## src/rtl/cfu_bus_adapter.sv

```systemverilog
// CFU bus front-end for conv1d: accepts one CPU command at a time, pulses the core,
// waits for its result (bounded by a timeout) and returns it on the response channel.
module cfu_bus_adapter #(
  parameter int                    INT32_SIZE = 32,
  parameter int                    FUNC_ID_W  = 10,
  parameter int                    TIMEOUT    = 255,
  parameter int                    TIMEOUT_W  = 8,
  parameter logic [INT32_SIZE-1:0] ERR_VALUE  = 32'hDEAD_BEEF
) (
  input  logic                  clk,
  input  logic                  rst_n,
  input  logic                  cmd_valid,
  output logic                  cmd_ready,
  input  logic [FUNC_ID_W-1:0]  cmd_function_id,
  input  logic [INT32_SIZE-1:0] cmd_inputs_0,
  input  logic [INT32_SIZE-1:0] cmd_inputs_1,
  output logic                  rsp_valid,
  input  logic                  rsp_ready,
  output logic [INT32_SIZE-1:0] rsp_outputs_0,
  output logic                  core_en,
  output logic [6:0]            core_cmd,
  output logic [INT32_SIZE-1:0] core_inp0,
  output logic [INT32_SIZE-1:0] core_inp1,
  input  logic [INT32_SIZE-1:0] core_ret,
  input  logic                  core_out_valid,
  output logic                  err_sticky,
  output logic                  busy
);

  // Handshakes: a transfer happens on a rising edge where valid && ready; the sender
  // holds valid and payload stable until that edge, and never retracts valid.

  typedef enum logic [1:0] {IDLE, ISSUE, WAIT, RESP} state_t;

  localparam logic [TIMEOUT_W-1:0] TIMEOUT_CNT = TIMEOUT[TIMEOUT_W-1:0];

  state_t               state, next_state;
  logic [TIMEOUT_W-1:0] count;
  logic                 accept;
  logic                 illegal;
  logic                 timed_out;

  assign accept    = (state == IDLE) && cmd_valid && cmd_ready;
  assign illegal   = |cmd_function_id[FUNC_ID_W-1:7];
  assign timed_out = (count == TIMEOUT_CNT);

  always_ff @(posedge clk or negedge rst_n) begin
    if (!rst_n) state <= IDLE;
    else        state <= next_state;
  end

  always_comb begin
    next_state = state;
    case (state)
      IDLE:  if (accept) next_state = illegal ? RESP : ISSUE;
      ISSUE: next_state = WAIT;
      WAIT:  if (core_out_valid || timed_out) next_state = RESP;
      RESP:  if (rsp_ready) next_state = IDLE;
      default: next_state = IDLE;
    endcase
  end

  // Control outputs are registered copies of the next state, so they change with it.
  always_ff @(posedge clk or negedge rst_n) begin
    if (!rst_n) begin
      cmd_ready     <= 1'b0;
      rsp_valid     <= 1'b0;
      rsp_outputs_0 <= '0;
      core_en       <= 1'b0;
      core_cmd      <= '0;
      core_inp0     <= '0;
      core_inp1     <= '0;
      err_sticky    <= 1'b0;
      busy          <= 1'b0;
      count         <= '0;
    end else begin
      cmd_ready <= (next_state == IDLE);
      rsp_valid <= (next_state == RESP);
      core_en   <= (next_state == ISSUE);
      busy      <= (next_state != IDLE);
      case (state)
        IDLE: if (accept) begin
          core_cmd  <= cmd_function_id[6:0];
          core_inp0 <= cmd_inputs_0;
          core_inp1 <= cmd_inputs_1;
          if (illegal) begin
            rsp_outputs_0 <= ERR_VALUE;
            err_sticky    <= 1'b1;
          end
        end
        ISSUE: count <= '0;
        WAIT: begin
          // A result arriving on the timeout edge still wins.
          if (core_out_valid) begin
            rsp_outputs_0 <= core_ret;
          end else if (timed_out) begin
            rsp_outputs_0 <= ERR_VALUE;
            err_sticky    <= 1'b1;
          end else begin
            count <= count + 1'b1;
          end
        end
        default: ;
      endcase
    end
  end

endmodule

```

## config.mk

```make
export PLATFORM = sky130hd
export DESIGN_NAME = cfu_bus_adapter
export DESIGN_NICKNAME = d
export VERILOG_FILES = /design/src/rtl/cfu_bus_adapter.sv
export SDC_FILE = /design/constraint.sdc
export NUM_CORES = 1
export LEC_CHECK = 0
export BUFFER_PORTS_ARGS = -buffer_cell sky130_fd_sc_hd__buf_2
export CELL_PAD_IN_SITES_DETAIL_PLACEMENT = 1
export CELL_PAD_IN_SITES_GLOBAL_PLACEMENT = 1
export CORE_AREA = 2 2 127 129
export DETAILED_ROUTE_END_ITERATION = 8
export DIE_AREA = 0 0 129 131
export GPL_ROUTABILITY_DRIVEN = 0
export PLACE_DENSITY = 0.76
export SYNTH_ARGS = -nofsm -noshare
export SYNTH_HDL_FRONTEND = slang
export SYNTH_SLANG_ARGS = --single-unit
export TNS_END_PERCENT = 5
```

## constraint.sdc

```tcl
create_clock -name clk -period 1.4 [get_ports clk]
set_input_delay 0.28 -clock clk [delete_from_list [all_inputs] [get_ports clk]]
set_output_delay 0.28 -clock clk [all_outputs]
set_load 0.02 [all_outputs]
```

* After elaboration in Yosys (flattened, before gate mapping)
Index checks and enable logic that the tools add are counted. Widths: inputs -> output; s select.
Storage, ports and cells: flip-flop bits (word level) 118, input port bits 111
Cells by class: add/sub/neg operators 1, equality and inequality tests 12, mux-type cells 18, reductions and logical operators 13
Operator list (number):
- $mux 32 | 4
- $pmux 32 s2 | 1
- $mux 8 | 2
- $pmux 8 s2 | 1
- $ne 2x2->1 const B | 5
- $add 8x1->8 const B | 1
- $eq 8x8->1 const B | 1
- $mux 2 | 4
- $pmux 2 s4 | 1
- $eq 2x2->1 const B | 3
- $reduce_bool 2->1 | 3
- $reduce_and 5->1 | 1
- $eq 2x1->1 const B | 2
- $logic_not 2->1 | 2
- $mux 1 | 4
- $reduce_and 4->1 | 1
- $ne 3x3->1 const B | 1
- $reduce_and 3->1 | 1
- $reduce_or 3->1 | 1
- $logic_and 1x1->1 | 2
- $pmux 1 s2 | 1
- $reduce_and 2->1 | 1
- $logic_or 1x1->1 | 1

* Logic depth before layout (Yosys ltp)
depth in word-level cells 6, gate-level depth with buffers 7

* Least setup slack after synthesis
No wires, ideal clock.
path kind reg-to-reg, from reg state[1], to reg rsp_outputs_0[0], library setup time 65 ps, data arrival time 1465 ps, required time 1335 ps, slack -130 ps, stages on the path, launching flop included 8, buffers on the path 3, period minus slack after synthesis 1530 ps, path through dfrtp_1 -> clkbuf_2 -> and4bb_2 -> buf_6 -> o31ai_2 -> a21boi_4 -> buf_6 -> o22a_1
On the way: longest elaborated chain between the ends 5, elaborated cells on any way between the ends 10, classes of those cells eq/ne (4); mux (1); reduce/logical (5)
Ends and longest elaborated chain:
- start, declared | line 37 | state_t state, next_state;
- start signal, assigned | line 49 | else state <= next_state;
- $logic_not 2->1 | line 43, 81
- $logic_and 1x1->1 (2 in series) | line 43 | assign accept = (state == IDLE) && cmd_valid && cmd_ready;
- $ne 2x2->1 (no source line)
- $reduce_and 4->1 (no source line)
- end signal, assigned | line 95 | rsp_outputs_0 <= core_ret;
- end, declared | line 19 | output logic [INT32_SIZE-1:0] rsp_outputs_0,
Several ways; a longest one is shown, not always the timed one. A chain may end at the register's enable or synchronous reset.

* Worst setup path in the final report
from reg state[0], to reg count[7]
On the way: longest elaborated chain between the ends 3, elaborated cells on any way between the ends 7, classes of those cells eq/ne (4); mux (1); reduce/logical (2)
Ends and longest elaborated chain:
- $eq 2x2->1 or $eq 2x1->1 (tied branches) | line 81 | case (state)
- $ne 2x2->1 (no source line) or $reduce_bool 2->1 (tied branches)
- $reduce_and 3->1 (no source line)
- end signal, assigned | line 100 | count <= count + 1'b1;
- end, declared | line 38 | logic [TIMEOUT_W-1:0] count;
Several ways; a longest one is shown, not always the timed one.

==> impl_metrics.toml <==
[clocking]
clk_root_buffer_cell = "clkbuf_16"
htree_levels = 4
tritoncts = "yes"
cts_made_buffers = 17
cts_num_sinks = 118
clk_latency_ns = 0.42
clockBufferDepth = 2
path_clk_slew_ns = 0.05

[floorplan]
rows = 46
pin_count = 219
core_mm2 = 0.0156
initial_utilization_pct = 29.2
dieArea_mm2 = 0.0169
die_x_um = 129
die_height_um = 131

[final_layout]
instances_no_fill = 937
area_delta_synth_final_pct = 54.5
fin_util_pct = 45.1
layout.nets = 820
fillers = 1817
final_common_cell = "nand2_1"
final_area_mm2 = 0.00703
layout_common_cells = "nand2_1, buf_2, dfrtp_1"
drive_gt1_share_pct = 43.4
antenna_cells = 0

[setup_path]
r2r-start = "state[0]"
path_max_fanout = 5
cp.required_ns = 1.75
r2r_slack_ns = -0.21
start_kind = "flip-flop"
crit_cells = 5
setup.worst_path.start = "state[0]"
path_class = "reg -> reg"
worstPathArrival_ns = 1.95
cpPeakStageDelay_ns = 0.47
crit_path_end = "count[7]"
critPathSlowestCell = "or4_4"
crit_buf_inv = 1
worstPathCellList = "nor3b_4 -> o21ai_4 -> buf_12 -> or4_4 -> a21oi_2"
regToRegEndpoint = "count[7]"
end_kind = "flip-flop"
reg2regPathDepth = 5
cp_top_family = "simple AND/OR/NAND/NOR gates"

[status]
status = "complete, but fails checks"
violations = "negative setup slack"

[pwr]
p_per_area_mw_per_mm2 = 2430
ir_drop_uv = 976
leakage_nw = 3.75

[global_route]
grt_pass1_vias = 4568
overflow = 0
track_usage_pct = 17.5
grt_max_degree = 79
antenna_found_initial = 0
grt_pass1_wl_um = 22800

[drt]
drc = 0
ant_nets = 0
vias_per_cell = 4.49
routedWlPerCell_um = 15.7
drt_iter0_markers = 140
routed_wl_um = 14700
dr.pass1.iters = 5
vias = 4207

[synth]
yosysSeqAreaShare_pct = 64.9
ys_ff_latch = 118
synth_area_mm2 = 0.00455
avgSynthCellArea_um2 = 10.2
synth_cells = 447
yosys_warnings = 0
synth.distinct_cells = 37
synth_fp_nets = 559

[sta]
hold_viol_final = 0
max_freq_ghz = 0.623
fin_crit_sh_pct = 115
timing.final.ws_setup_ns = -0.206
slew_headroom_pct = 65.1
worst_pin_slew_ns = 0.523
period_needed_ns = 1.61
finalMaxSlewViolations = 0
rsz0062_at_grt = "true"
setup_viol_count_final = 38
final.setup_skew_ns = 0.0170

[placed_design]
numPortBuffers = 218
dp_hpwl_um = 10500
place_ws_ns = -0.262
postPlaceCellArea_mm2 = 0.00614
dp_cells = 893

[job]
max_cap_viol_count = 0

[min_path]
holdCritPathClass = "in -> reg"
hold_path_depth = 3
==> area by class of cell <==
type	count	area, µm²	share of cell area, %
repair buffers	266	1610	22.8
multi-input cells	302	1570	22.3
clock inverters	9	148	2.10
well taps	216	270	3.84
flip-flops and latches	118	2950	42.0
clock buffers	23	478	6.80
inverters	3	11.3	0.160
==> sequential cells by signal (all words and copies together) (netlist names) <==
register,flops
rsp_valid,1
core_inp1,32
cmd_ready,1
busy,1
core_inp0,32
state,2
count,8
core_en,1
rsp_outputs_0,32
err_sticky,1
core_cmd,7
==> logic make-up (layout without fill, tap and decap cells) <==
group                      Yosys count  after routing  synth area share (%)
and+or+nand+nor                    250            250                  22.2
DFF                                118            118                  64.9
AOI/OAI and AO/OA                   48             48                  9.07
buffers and inverters               27            301                  2.80
muxes                                3              3                 0.715
adders and majority gates            1              1                 0.275
==> synthesized netlist by cell type <==
cell type,count,area [µm²]
nor2_1,3,11.3
buf_6,3,33.8
a31oi_1,1,6.26
nor4_1,1,6.26
nor2b_1,3,18.8
nand3_1,9,45.0
nand2b_1,2,12.5
and2_1,2,12.5
and3_1,1,6.26
and4bb_2,1,12.5
clkbuf_1,17,63.8
a211o_1,1,8.76
inv_1,3,11.3
o22a_1,24,210
a22o_1,8,70.1
a21o_1,2,15.0
nand2_1,220,826
nor3b_1,1,7.51
clkbuf_2,1,5.00
dfrtp_1,118,2950
mux2_2,2,22.5
nand4_1,2,12.5
nor3_1,3,15.0
o21ai_0,3,15.0
nor3b_4,1,18.8
buf_1,1,3.75
ha_1,1,12.5
o311ai_0,2,17.5
or4_1,1,7.51
o21ai_2,2,17.5
mux2i_1,1,10.0
o31a_1,1,8.76
buf_2,2,10.0
a21oi_1,1,5.00
o31ai_2,1,12.5
o31ai_1,1,7.51
a21boi_4,1,18.8
==> per-layer routing <==
layer	GRT usage (%)	up-vias	part of all wire, %
met4	6.01	0	1.5
met2	30.0	132	51
met3	6.60	20	5.5
li1	-	1982	-
met1	20.3	2073	42
met5	0	-	0
==> per-stage QoR <==
step	hold slack, ns	setup TNS, ns	total power [mW]
after floorplan	-0.0156	-3.73	9.23
after global placement	0.337	-6.67	11.5
after detailed placement	0.351	-11.78	11.9
after CTS	0.0419	-7.75	17.0
after global routing	0.0427	-8.17	18.2
final	0.0543	-4.58	17.1
==> worst register-to-register path, stage by stage, from the launching register on <==
cell	delay, ns
dfrtp_1	0.43
nor3b_4	0.27
o21ai_4	0.12
buf_12	0.15
or4_4	0.47
a21oi_2	0.13
==> repair_timing <==
item / 4_1_cts / 5_1_grt
setup endpoints to repair: 114 / 106
pin swaps: 7 / 5
hold endpoints to repair: 118 / 0
setup buffers: 5 / 4
hold buffers: 1 / 0
gates resized for setup: 10 / 20
gates cloned: 1 / 2
==> worst min-delay path by stage <==
stage | from | slack, ns | endpoint
after detailed placement | rst_n | 0.35 | busy
after global placement | rst_n | 0.34 | busy
after global routing | cmd_inputs_0[1] | 0.04 | core_inp0[1]
after floorplan | rst_n | -0.02 | busy
final | cmd_inputs_1[31] | 0.05 | core_inp1[31]
after CTS | cmd_inputs_1[24] | 0.04 | core_inp1[24]
==> where the power goes <==
part	internal [mW]	switching [mW]
combinational	2.78	4.06
clock	3.11	1.53
sequential	4.84	0.808
total	10.7	6.39
Note: power is estimated with default switching activity, not from simulation.
